`config.mk`:
```
export PLATFORM = sky130hd
export DESIGN_NAME = sdio_cmd_frame_gen
export DESIGN_NICKNAME = d
export VERILOG_FILES = /design/src/rtl/sdio_cmd_frame_gen.sv
export SDC_FILE = /design/constraint.sdc
export NUM_CORES = 1
export LEC_CHECK = 0
export ABC_AREA = 1
export BUFFER_PORTS_ARGS = -buffer_cell sky130_fd_sc_hd__buf_2
export CAP_MARGIN = 20
export CORE_MARGIN = 10
export CORE_UTILIZATION = 45
export DETAILED_ROUTE_END_ITERATION = 16
export GPL_TIMING_DRIVEN = 0
export PLACE_DENSITY_LB_ADDON = 0.25
export SETUP_SLACK_MARGIN = 0.3
export SYNTH_ARGS = -nofsm -noshare
export SYNTH_HDL_FRONTEND = slang
export SYNTH_SLANG_ARGS = --single-unit
```
`constraint.sdc`:
```
create_clock -name sd_clk -period 1.8 [get_ports sd_clk]
set_clock_uncertainty 0.05 [all_clocks]
set_input_delay 0 -clock sd_clk [delete_from_list [all_inputs] [get_ports sd_clk]]
set_output_delay 0 -clock sd_clk [all_outputs]
set_load 0.01 [all_outputs]
```
`src/rtl/sdio_cmd_frame_gen.sv`:
```
// SDIO CMD-line frame generator: serialises {start, dir, index, arg, CRC7, end}
// MSB first on the falling edge of sd_clk, with power-up idle and inter-frame gap.
module sdio_cmd_frame_gen #(
  parameter int unsigned INIT_DELAY = 200,
  parameter int unsigned GAP_DELAY  = 200,
  parameter bit          CRC_EN     = 1'b1
) (
  input  logic        sd_clk,
  input  logic        rst,
  input  logic        start,
  input  logic        dir,
  input  logic [5:0]  index,
  input  logic [31:0] arg,
  input  logic [6:0]  crc_in,
  output logic        ready,
  output logic        busy,
  output logic        done,
  output logic        cmd_o,
  output logic        cmd_oe,
  output logic [15:0] frame_cnt
);

  localparam int unsigned MAXD = (INIT_DELAY > GAP_DELAY) ? INIT_DELAY : GAP_DELAY;
  localparam int unsigned DW   = (MAXD < 2) ? 1 : $clog2(MAXD);
  localparam logic [DW-1:0] INIT_LAST = DW'(INIT_DELAY - 1);
  localparam logic [DW-1:0] GAP_LAST  = DW'(GAP_DELAY - 1);

  typedef enum logic [3:0] {
    INIT = 4'b0001,
    IDLE = 4'b0010,
    SEND = 4'b0100,
    GAP  = 4'b1000
  } state_e;

  state_e        state_q, state_d;
  logic [DW-1:0] dly_q, dly_d;
  logic [5:0]    bit_q, bit_d;
  logic [47:0]   frame_q, frame_d;
  logic [6:0]    crc_q, crc_d;
  logic          cmd_q, cmd_d;
  logic          oe_q, oe_d;
  logic          done_q, done_d;
  logic [15:0]   cnt_q, cnt_d;
  logic          crc_slot;
  logic          frame_bit;
  logic          crc_fb;

  // Bit positions 7:1 of the frame come from the CRC register when generating internally.
  assign crc_slot  = CRC_EN && (bit_q >= 6'd40) && (bit_q <= 6'd46);
  assign frame_bit = crc_slot ? crc_q[6] : frame_q[47];
  assign crc_fb    = frame_q[47] ^ crc_q[6];

  always_ff @(negedge sd_clk or negedge rst) begin
    if (!rst) begin
      state_q <= INIT;
      dly_q   <= '0;
      bit_q   <= '0;
      frame_q <= '0;
      crc_q   <= '0;
      cmd_q   <= 1'b1;
      oe_q    <= 1'b0;
      done_q  <= 1'b0;
      cnt_q   <= '0;
    end else begin
      state_q <= state_d;
      dly_q   <= dly_d;
      bit_q   <= bit_d;
      frame_q <= frame_d;
      crc_q   <= crc_d;
      cmd_q   <= cmd_d;
      oe_q    <= oe_d;
      done_q  <= done_d;
      cnt_q   <= cnt_d;
    end
  end

  always_comb begin
    state_d = state_q;
    case (state_q)
      INIT:    if (dly_q == INIT_LAST) state_d = IDLE;
      IDLE:    if (start) state_d = SEND;
      SEND:    if (bit_q == 6'd48) state_d = GAP;
      GAP:     if (dly_q == GAP_LAST) state_d = IDLE;
      default: state_d = INIT;
    endcase
  end

  always_comb begin
    dly_d   = dly_q;
    bit_d   = bit_q;
    frame_d = frame_q;
    crc_d   = crc_q;
    cmd_d   = 1'b1;
    oe_d    = 1'b0;
    done_d  = 1'b0;
    cnt_d   = cnt_q;
    case (state_q)
      INIT: dly_d = (dly_q == INIT_LAST) ? '0 : dly_q + DW'(1);
      IDLE: begin
        if (start) begin
          frame_d = {1'b0, dir, index, arg, (CRC_EN ? 7'd0 : crc_in), 1'b1};
          crc_d   = '0;
          bit_d   = '0;
          dly_d   = '0;
        end
      end
      SEND: begin
        if (bit_q != 6'd48) begin
          cmd_d   = frame_bit;
          oe_d    = 1'b1;
          frame_d = {frame_q[46:0], 1'b0};
          bit_d   = bit_q + 6'd1;
          // CRC7 (x^7+x^3+1) over bits 47..8, then the register itself shifts out.
          if (bit_q < 6'd40) crc_d = {crc_q[5:0], 1'b0} ^ (crc_fb ? 7'h09 : 7'h00);
          else               crc_d = {crc_q[5:0], 1'b0};
        end else begin
          done_d = 1'b1;
          cnt_d  = cnt_q + 16'd1;
          dly_d  = '0;
        end
      end
      GAP: dly_d = (dly_q == GAP_LAST) ? '0 : dly_q + DW'(1);
      default: dly_d = '0;
    endcase
  end

  always_comb begin
    ready     = (state_q == IDLE);
    busy      = (state_q == SEND) || (state_q == GAP);
    done      = done_q;
    cmd_o     = cmd_q;
    cmd_oe    = oe_q;
    frame_cnt = cnt_q;
  end

endmodule
```
# Word level (Yosys, flattened, before mapping)
# Index checks and enable logic that the tools add are counted.
[word_totals]
in_bits = 49
output_inout_bits = 21
register_bits = 92
[op_classes]
n_lt_le_gt_ge = 3
n_addsub = 3
n_reduce_logical = 8
mux = 26
eq_ne = 12
bitwise = 3
[op_table]
columns = ["op", "n"]
rows = [
  ["two-way mux 48 bit", 2],
  ["one-hot mux 48 bit (2 select lines)", 1],
  ["two-way mux 8 bit", 3],
  ["one-hot mux 8 bit (3 select lines)", 1],
  ["two-way mux 7 bit", 3],
  ["adder 16 x 1 -> 16 bit, second input constant", 1],
  ["two-way mux 4 bit", 4],
  ["one-hot mux 7 bit (2 select lines)", 1],
  ["two-way mux 6 bit", 2],
  ["one-hot mux 4 bit (3 select lines)", 1],
  ["one-hot mux 6 bit (2 select lines)", 1],
  ["adder 8 x 1 -> 8 bit, second input constant", 1],
  ["equality test 8 bit, second input constant", 1],
  ["inequality test 2 bit, second input constant", 4],
  ["two-way mux 1 bit", 7],
  ["XOR 7 x 4 -> 7 bit", 1],
  ["adder 6 x 1 -> 6 bit, second input constant", 1],
  ["equality test 6 bit, second input constant", 1],
  ["greater-or-equal comparator 6 bit, second input constant", 1],
  ["less-or-equal comparator 6 bit, second input constant", 1],
  ["< comparator 6 bit, second input constant", 1],
  ["inequality test 6 bit, second input constant", 1],
  ["AND reduction 3 bit", 2],
  ["equality test 4 x 1 -> 1 bit, second input constant", 1],
  ["other kinds (11)", 12],
]

# Depth between registers and ports, before layout
# Gate-level depths: netlist (run 1).
[depth]
ltp_word = 6
depth_mapped = 10
ltp_nobuf = 9

==> metrics.txt, run 1 <==
critical setup path kind reg -> out; Post-Synthesis Mean Instance Area between 7 and 8 sq um; failing checks negative setup slack; TritonCTS clock tree done; count of standard-cell rows 37; number of failing setup endpoints in the final timing report slightly above 80; most utilized layer in the global route result met2; number of CTS-inserted buffers 9; remaining global-route overflow 0; count of synthesis-stage warnings from yosys 0; Final HPWL DP roughly 7.6 mm; Die Span Y 122 microns; combined area of the multi-input logic cells about 2300 sq um; peak supply drop between 0.0004 and 0.0005 V; clock root buffer sky130_fd_sc_hd__clkbuf_8; startpoint type of the worst setup path register; layout-stage area growth over the synthesis result 43.5%; post-synth cell types 29; total nets after synthesis 655; starting DRC count in detailed routing 339; CP arrival ~2.3 ns; count of endpoints failing hold in the final timing report 0; Crit Path Max Fanout 2; effective utilization at floorplan 45.9%; leading cell type in the layout, fill and taps excluded sky130_fd_sc_hd__nand2_1; horizontal extent of the die 122 microns; initial antenna violation count 0; result of the run finished with violations; Final Slew Violations 0; instance count of the mapped netlist 601; # clock sinks 92; grt met1 use approximately 22%; number of diodes 0; GRT met2 Usage between 30% and 40%; GRT Util Overall 18.0%; via density per instance 5.04; top post-synthesis cells by area sky130_fd_sc_hd__dfrtn_1 (48%), sky130_fd_sc_hd__nand2_1 (16%), sky130_fd_sc_hd__o21ai_0 (6.8%), sky130_fd_sc_hd__inv_1 (6.0%), sky130_fd_sc_hd__o21ai_2 (3.5%); count of input and output buffers between 60 and 70; Static Leak 3.41 nW; final setup margin -0.593 ns; post-DR wirelength/cell 14.9 microns; Clock Latency Late Sink approximately 0.41 ns; max cap viols 0; utilization after layout roughly two thirds; post-synthesis register bit count slightly above 90; number of buffers added to fix hold violations after cts 0; capturing element type of the critical path primary output; clock-pin slew on the worst setup and hold paths roughly 0.060 ns; dominant cell type by area after synthesis sky130_fd_sc_hd__dfrtn_1; via count between 4,000 and 5,000; Final nets between 800 and 900; number of primary I/O pins 70; number of global-route vias before repair around 4,600; post-detailed-route count of antenna-violating nets 0; power density over cell area approximately 560 nW/um^2; Filler Cells Inserted around 810; met3 GRT Util under 10%; top library cells by usage in the layout, fill and taps aside sky130_fd_sc_hd__nand2_1 (166), sky130_fd_sc_hd__dfrtn_1 (90), sky130_fd_sc_hd__inv_1 (69), sky130_fd_sc_hd__buf_2 (57), sky130_fd_sc_hd__o21ai_0 (50); post-route cell area just under 7000 sq um; Total Die Area roughly 15,000 sq um; mapped cell area ~4700 sq um; Synth top area share 47.7%; Clock H-tree levels 3; Initial DRT Pass Iterations 5; class of the tightest hold or removal check in -> async; total negative slack for setup checks -19.49 ns; fraction of the yosys area taken by sequential cells 48.8%; post-placement cell area 5300 sq um; wire length of the first global-routing pass between 20 and 25 mm; final estimated routing congestion in global placement between 0.8 and 0.9; CTS Buffer Depth 2; Std-Cell Core Area slightly above 10,000 sq um; area used by sequential logic in the layout around 2300 sq um; share of cells above drive strength 1 between 30 and 40%; Remaining DRCs 0; Tightest Pin Transition around 0.51 ns; setup repair after global routing missed its margin true; largest net degree at the start of global routing 57; WP data required roughly 1.8 ns; routed wire length between 10 and 15 mm; worst relative slew slack between 60% and 70%
==> routing by layer <==
| layer | up-vias | wire, microns |
|---|---|---|
| met5 | - | 0 |
| met4 | 0 | 253 |
| met3 | 26 | 558 |
| met2 | 125 | 6570 |
| met1 | 2136 | 5910 |
| li1 | 2206 | - |
==> final cells by class <==
type                            count  share of cell area [%]
Sequential cell                    92                    34.0
Multi-Input combinational cell    411                    33.5
Timing Repair Buffer              135                    18.2
Inverter                           78                    4.69
Buffer                             21                    3.75
Tap cell                          136                    2.51
Clock buffer                       12                    2.14
Clock inverter                      6                    1.18
==> critical path, cell delays in order (launching register included) <==
cell                        delay (ns)
sky130_fd_sc_hd__dfstp_2          0.53
sky130_fd_sc_hd__nor2_2           0.04
sky130_fd_sc_hd__nand2_2          0.07
sky130_fd_sc_hd__buf_6            0.11
sky130_fd_sc_hd__clkbuf_16        0.12
sky130_fd_sc_hd__nand2_4          0.05
sky130_fd_sc_hd__buf_6            0.12
==> synthesized netlist by cell type <==
library cell / count
sky130_fd_sc_hd__dfrtn_1: 90
sky130_fd_sc_hd__nand3_1: 22
sky130_fd_sc_hd__a21oi_1: 1
sky130_fd_sc_hd__o21ai_0: 64
sky130_fd_sc_hd__nand2_2: 6
sky130_fd_sc_hd__nand3b_1: 3
sky130_fd_sc_hd__clkbuf_1: 7
sky130_fd_sc_hd__dfstp_2: 2
sky130_fd_sc_hd__nor2_2: 3
sky130_fd_sc_hd__buf_2: 6
sky130_fd_sc_hd__buf_6: 7
sky130_fd_sc_hd__inv_2: 3
sky130_fd_sc_hd__o21ai_1: 23
sky130_fd_sc_hd__nor2_1: 34
sky130_fd_sc_hd__o211ai_1: 1
sky130_fd_sc_hd__nand4_1: 13
sky130_fd_sc_hd__nor3_1: 2
sky130_fd_sc_hd__inv_1: 76
sky130_fd_sc_hd__xnor2_1: 3
sky130_fd_sc_hd__xor2_1: 8
sky130_fd_sc_hd__or2_2: 1
sky130_fd_sc_hd__buf_1: 1
sky130_fd_sc_hd__nand3_2: 2
sky130_fd_sc_hd__o21bai_1: 1
sky130_fd_sc_hd__o21ai_2: 19
sky130_fd_sc_hd__ha_1: 5
sky130_fd_sc_hd__nor2_4: 2
sky130_fd_sc_hd__a21oi_2: 1
sky130_fd_sc_hd__nand2_1: 195
==> report_power, final <==
group | leakage (nW) | switching, mW | total, mW | internal [mW]
combinational | 2.32 | 0.0835 | 0.140 | 0.0569
sequential | 0.971 | 0 | 2.08 | 2.08
clock | 0.119 | 0.778 | 1.61 | 0.827
total | 3.41 | 0.862 | 3.82 | 2.96
==> cells by family (layout without fill, tap and decap cells) <==
| logic type | count (synthesis) | in the layout | share of synthesized area [%] |
|---|---|---|---|
| fa+ha+maj | 5 | 5 | 1.33 |
| xor+xnor | 11 | 11 | 2.04 |
| flops | 92 | 92 | 48.8 |
| simple gates | 283 | 285 | 25.2 |
| compound gates | 110 | 110 | 13.4 |
| buf+inv | 100 | 252 | 9.23 |
==> state kept, by name, indices dropped and copies added, names as in the netlist <==
signal     flops
frame_q       48
frame_cnt     16
dly_q          8
crc_q          7
bit_q          6
state_q        4
cmd_o          1
cmd_oe         1
done           1
==> worst paths after layout <==
kind                             from     endpoint  slack (ns)  cells after the start
min                               rst  frame_q[32]        0.34                      1
max in group asynchronous         rst   state_q[0]        0.58                      2
min in group sd_clk          crc_q[2]     crc_q[3]        0.39                      3
min reg2reg                  crc_q[2]     crc_q[3]        0.39                      3
max reg2reg                state_q[0]     bit_q[5]       -0.39                     15
max                        state_q[0]         busy       -0.59                      6
==> metrics by stage <==
step / cells / power, mW / setup WS [ns] / hold WS [ns]
6_report: 891 / 3.82 / -0.593 / 0.343
5_1_grt: 891 / 3.93 / -0.635 / 0.384
4_1_cts: 878 / 3.83 / -0.584 / 0.366
3_5_place_dp: 800 / 2.26 / -0.551 / 0.375
3_3_place_gp: 799 / 2.25 / -1.03 / 0.372
2_1_floorplan: 601 / 2.16 / -0.164 / 0.358
==> repair_timing <==
item,4_1_cts,5_1_grt
gates resized for setup,109,32
endpoints found under the setup margin,110,113
buffers inserted,49,11
endpoints found under the hold margin,0,0
gates cloned,12,2
pin swaps,12,10
(Power assumes the default switching activity.)
==> run 2, diff against run 1 <==
- PLACE_DENSITY: default -> 0.65
- PLACE_DENSITY_LB_ADDON: 0.25 -> default
==> metrics.txt, run 2 (same netlist as run 1, synthesis figures left out) <==
TritonCTS clock tree done; largest net degree at the start of global routing 55; Clock Latency Late Sink 0.40 ns; CP arrival about 2.4 ns; fraction of power spent switching nets 24.0%; CTS Buffer Depth 2; Initial DRT Pass Iterations 4; horizontal extent of the die between 100 and 150 microns; Crit Path Max Fanout 2; capturing element type of the critical path primary output; Total Die Area 15,000 sq um; WP data required ~1.8 ns; total power after layout 3.71 mW; # placed instances 800; setup repair after global routing missed its margin true; Final HPWL DP 7.63 mm; GRT Util Overall ~16%; failing checks negative setup slack; class of the tightest hold or removal check in -> async; Clock power frac approximately 40%; max cap viols 0; Remaining DRCs 0; worst relative slew slack between 60% and 70%; logic gate share of total power 3.8%; routed wire length between 10 and 15 mm; Static Leak around 3.4 nW; reported net switching power just under 0.9 mW; clock-pin slew on the worst setup and hold paths ~0.060 ns; remaining global-route overflow 0; startpoint of the most critical register-to-register path state_q[0]; clock root buffer sky130_fd_sc_hd__clkbuf_8; layout-stage area growth over the synthesis result 42.7%; Final Slew Violations 0; result of the run finished with violations; number of primary I/O pins 70; wire length of the first global-routing pass around 20 mm; leading cell type in the layout, fill and taps excluded sky130_fd_sc_hd__nand2_1; Final nets between 800 and 900; utilization after layout about 65%; post-DR wirelength/cell approximately 15 microns; final estimated routing congestion in global placement between 0.8 and 0.9; flop-to-flop setup slack -0.36 ns; number of buffers added to fix hold violations after cts 0; internal power consumption around 2.8 mW; count of input and output buffers 62; via density per instance around 5; number of diodes 0; peak supply drop between 0.0003 and 0.0004 V; number of failing setup endpoints in the final timing report between 80 and 90; number of standard cells in the layout, taps in and fillers out 893; Std-Cell Core Area ~10,000 sq um; Tightest Pin Transition ~0.53 ns; post-placement cell area approximately 5300 sq um; starting DRC count in detailed routing 349; via count roughly 4,500; post-detailed-route count of antenna-violating nets 0; effective utilization at floorplan around 46%; number of CTS-inserted buffers 9; power density over cell area about 550 nW/um^2; count of endpoints failing hold in the final timing report 0; post-route cell area approximately 6700 sq um; number of global-route vias before repair 4,289; count of standard-cell rows 37; top library cells by usage in the layout, fill and taps aside sky130_fd_sc_hd__nand2_1 (161), sky130_fd_sc_hd__dfrtn_1 (90), sky130_fd_sc_hd__inv_1 (70), sky130_fd_sc_hd__buf_2 (57), sky130_fd_sc_hd__buf_4 (47); Die Span Y 122 microns; share of cells above drive strength 1 37.1%; startpoint type of the worst setup path register; worst hold margin ~0.35 ns; initial antenna violation count 0; count of cells along the worst register-to-register path 14; sequential share of power 56.0%; Setup Slack @ Placement -0.533 ns; Clock H-tree levels 3; largest reg by FF count frame_q; final setup margin -0.601 ns; worst flop-to-flop path endpoint frame_q[0]; total negative slack for setup checks -19.27 ns; flip-flop count of the largest register, all copies and words added between 40 and 50; critical setup path kind reg -> out; # clock sinks 92
[run 2: cell types whose count changed in the layout (fill, tap and decap cells not counted), moves of 5 or more]
cell	previous run	this run
sky130_fd_sc_hd__buf_16	7	1
sky130_fd_sc_hd__o21ai_0	50	43
sky130_fd_sc_hd__o21ai_2	22	30
sky130_fd_sc_hd__clkbuf_16	3	8
sky130_fd_sc_hd__buf_6	19	33
sky130_fd_sc_hd__nor2_2	4	9
sky130_fd_sc_hd__buf_8	12	6
sky130_fd_sc_hd__nand2_1	166	161
[run 2: critical path, cell delays in order, from the launching register on]
cell	delay, ns
sky130_fd_sc_hd__dfstp_2	0.53
sky130_fd_sc_hd__nor2_2	0.05
sky130_fd_sc_hd__nand2_2	0.08
sky130_fd_sc_hd__buf_6	0.10
sky130_fd_sc_hd__clkbuf_16	0.12
sky130_fd_sc_hd__nand2_4	0.05
sky130_fd_sc_hd__buf_6	0.12
[run 2: area by class of cell]
| cell class | instances | area [sq um] |
|---|---|---|
| tap | 136 | 170 |
| sequential | 92 | 2300 |
| clock inverter | 6 | 33.8 |
| inverter | 78 | 325 |
| clock buffer | 12 | 178 |
| buffer | 21 | 235 |
| fill | 819 | 3550 |
| multi-input combinational | 410 | 2310 |
| timing repair buffer | 138 | 1170 |
[run 2: timing repair]
action	in CTS	in global routing
endpoints found under the setup margin	111	111
setup buffers	40	24
pin swaps	6	15
cloned	4	8
gates resized for setup	54	106
[run 2: power groups by stage]
stage / Combinational [mW] / Clock (mW) / Sequential [mW]
finish: 0.140 / 1.49 / 2.08
global route: 0.160 / 1.59 / 2.08
CTS: 0.139 / 1.50 / 2.08
detailed placement: 0.138 / 0.0104 / 2.12
global placement: 0.130 / 0.0104 / 2.12
floorplan: 0.0364 / 0.0104 / 2.12
[run 2: how the worst max path moves through the flow]
stage / cells past startpoint / slack, ns / start / to
floorplan: 5 / -0.16 / state_q[0] / busy
finish: 6 / -0.60 / state_q[0] / busy
global placement: 1 / -1.05 / rst / frame_cnt[15]
CTS: 6 / -0.59 / state_q[0] / busy
detailed placement: 7 / -0.53 / start / frame_q[5]
global route: 6 / -0.64 / state_q[0] / busy
[run 2: layer usage]
metal,up-vias,global-route usage [%],share of wire (%)
met2,92,26.5,51
li1,2208,-,-
met1,2148,20.8,43
met3,22,2.94,4.2
met5,-,0,0
met4,0,6.70,1.9
==> run 3, diff against run 2 <==
--- a/constraint.sdc
+++ b/constraint.sdc
@@ -4,2 +4,2 @@
 set_output_delay 0 -clock sd_clk [all_outputs]
-set_load 0.01 [all_outputs]
+set_load 0.1 [all_outputs]
==> metrics.txt, run 3 (same netlist as run 1, synthesis figures left out) <==
Static Leak between 3 and 4 nW; # clock sinks 92; share of cells above drive strength 1 between 30% and 40%; utilization after layout between 60% and 70%; final setup margin -0.692 ns; number of failing setup endpoints in the final timing report 113; post-detailed-route count of antenna-violating nets 0; Top Layer Used met4; clock root buffer sky130_fd_sc_hd__clkbuf_8; peak supply drop 0.000317 V; met1 layer wirelength in the final routing between 5 and 6 mm; initial antenna violation count 0; number of primary I/O pins 70; CP Buf/Inv Count 4; Final Slew Violations 0; largest reg by FF count frame_q; wire length of the first global-routing pass 20.7 mm; starting DRC count in detailed routing ~290; Clock Latency Late Sink approximately 0.40 ns; class of the tightest hold or removal check reg -> reg; worst relative slew slack a little under three fifths; Std-Cell Core Area between 10,000 and 15,000 sq um; flop-to-flop setup slack -0.54 ns; Total Die Area 15,000 sq um; remaining global-route overflow 0; GRT Util Overall roughly 17%; via density per instance roughly 5.0; post-DR wirelength/cell 14.7 microns; clock-pin slew on the worst setup and hold paths ~0.060 ns; WP data required approximately 1.8 ns; detailed route wirelength on metal3 548 microns; CTS Buffer Depth 2; highest cell delay on the worst timing path about 0.37 ns; count of standard-cell rows 37; Critical Path Most Common Cell sky130_fd_sc_hd__buf_4; cell breakdown of the critical path buf_4 > buf_4 > nor2_2 > nand3_4 > clkinvlp_4 > buf_12; setup repair after global routing missed its margin true; largest net degree at the start of global routing 48; effective utilization at floorplan a little under half; number of CTS-inserted buffers 9; number of diodes 0; number of global-route vias before repair 4,330; layout-stage area growth over the synthesis result 50.9%; top library cells by usage in the layout, fill and taps aside sky130_fd_sc_hd__nand2_1 (171), sky130_fd_sc_hd__dfrtn_1 (90), sky130_fd_sc_hd__inv_1 (69), sky130_fd_sc_hd__buf_4 (46), sky130_fd_sc_hd__o21ai_0 (44); Final nets 806; Final HPWL DP approximately 7.6 mm; flip-flop count of the largest register, all copies and words added 48; met2 WL post-DR about 6.5 mm; Crit Path Max Fanout 3; max cap viols 0; Initial DRT Pass Iterations 5; count of endpoints failing hold in the final timing report 0; power density over cell area 558 nW/um^2; startpoint type of the worst setup path register; Remaining DRCs 0; TritonCTS clock tree done; family with the most delay on the worst path buffers and inverters; Die Span Y 122 microns; capturing element type of the critical path primary output; Clock H-tree levels 3; critical setup path kind reg -> out; number of buffers added to fix hold violations after cts 0; final estimated routing congestion in global placement roughly 0.84; Tightest Pin Transition roughly 0.65 ns; result of the run finished with violations; failing checks negative setup slack; leading cell type in the layout, fill and taps excluded sky130_fd_sc_hd__nand2_1; post-placement cell area ~5400 sq um; count of input and output buffers 62; horizontal extent of the die 122 microns; routed wire length around 13 mm; CP arrival 2.44 ns; slowest library cell on the worst path sky130_fd_sc_hd__dfrtn_1; via count ~4,500; post-route cell area 7120 sq um
[run 3: cell types whose count changed in the layout (fill, tap and decap cells not counted), sizes merged]
cell,delta
clkinvlp,+1
inv,-3
bufbuf,+2
buf,-3
bufinv,+3
[run 3: final cells by class]
class / count / area (sq um)
fill: 794 / 3160
timing repair buffer: 138 / 1510
tap: 136 / 170
clock buffer: 11 / 141
inverter: 78 / 327
buffer: 21 / 282
sequential: 92 / 2310
clock inverter: 7 / 115
multi-input combinational: 410 / 2270
[run 3: worst reg2reg max path: cells and delay by family, from the launching register on]
kind	cells	cell delay, ns
buf+inv	9	1.18
simple gates	5	0.47
flops	1	0.44
compound gates	1	0.06
[run 3: worst paths after layout]
check,from,to,cells after the start
min in group asynchronous,rst,frame_q[15],1
max in group asynchronous,rst,state_q[0],2
worst max register to register,state_q[2],frame_q[23],15
worst min-delay path,crc_q[3],crc_q[3],2
worst min register to register,crc_q[3],crc_q[3],2
worst max-delay path,state_q[2],ready,6
[run 3: metrics by stage]
stage | setup WS [ns] | hold WS [ns] | TNS [ns] | instances | power, mW
after floorplan | -0.395 | 0.358 | -12.81 | 601 | 2.16
after global placement | -1.06 | 0.372 | -125.74 | 799 | 2.26
after detailed placement | -0.825 | 0.377 | -32.12 | 800 | 2.26
after CTS | -0.694 | 0.377 | -26.80 | 874 | 3.99
after global routing | -0.755 | 0.416 | -45.88 | 893 | 4.11
final | -0.692 | 0.382 | -37.63 | 893 | 3.97
[run 3: repair_timing]
item / 4_1_cts / 5_1_grt
gates resized for setup: 160 / 23
cloned: 8 / 4
buffers inserted: 49 / 15
pin swaps: 15 / 7
setup endpoints to repair: 111 / 113
[run 3: power by group]
| part | switching (mW) | total (mW) | internal [mW] | leakage (nW) |
|---|---|---|---|---|
| Combinational | 0.0795 | 0.136 | 0.0567 | 2.39 |
| Clock | 0.784 | 1.76 | 0.975 | 0.135 |
| Sequential | 0 | 2.08 | 2.08 | 0.971 |
| Total | 0.863 | 3.97 | 3.11 | 3.50 |
[run 3: routing by layer]
metal | track usage [%] | vias to the layer above
li1 | - | 2203
met1 | 21.9 | 2144
met2 | 27.7 | 98
met3 | 3.40 | 17
met4 | 6.55 | 0
met5 | 0 | -
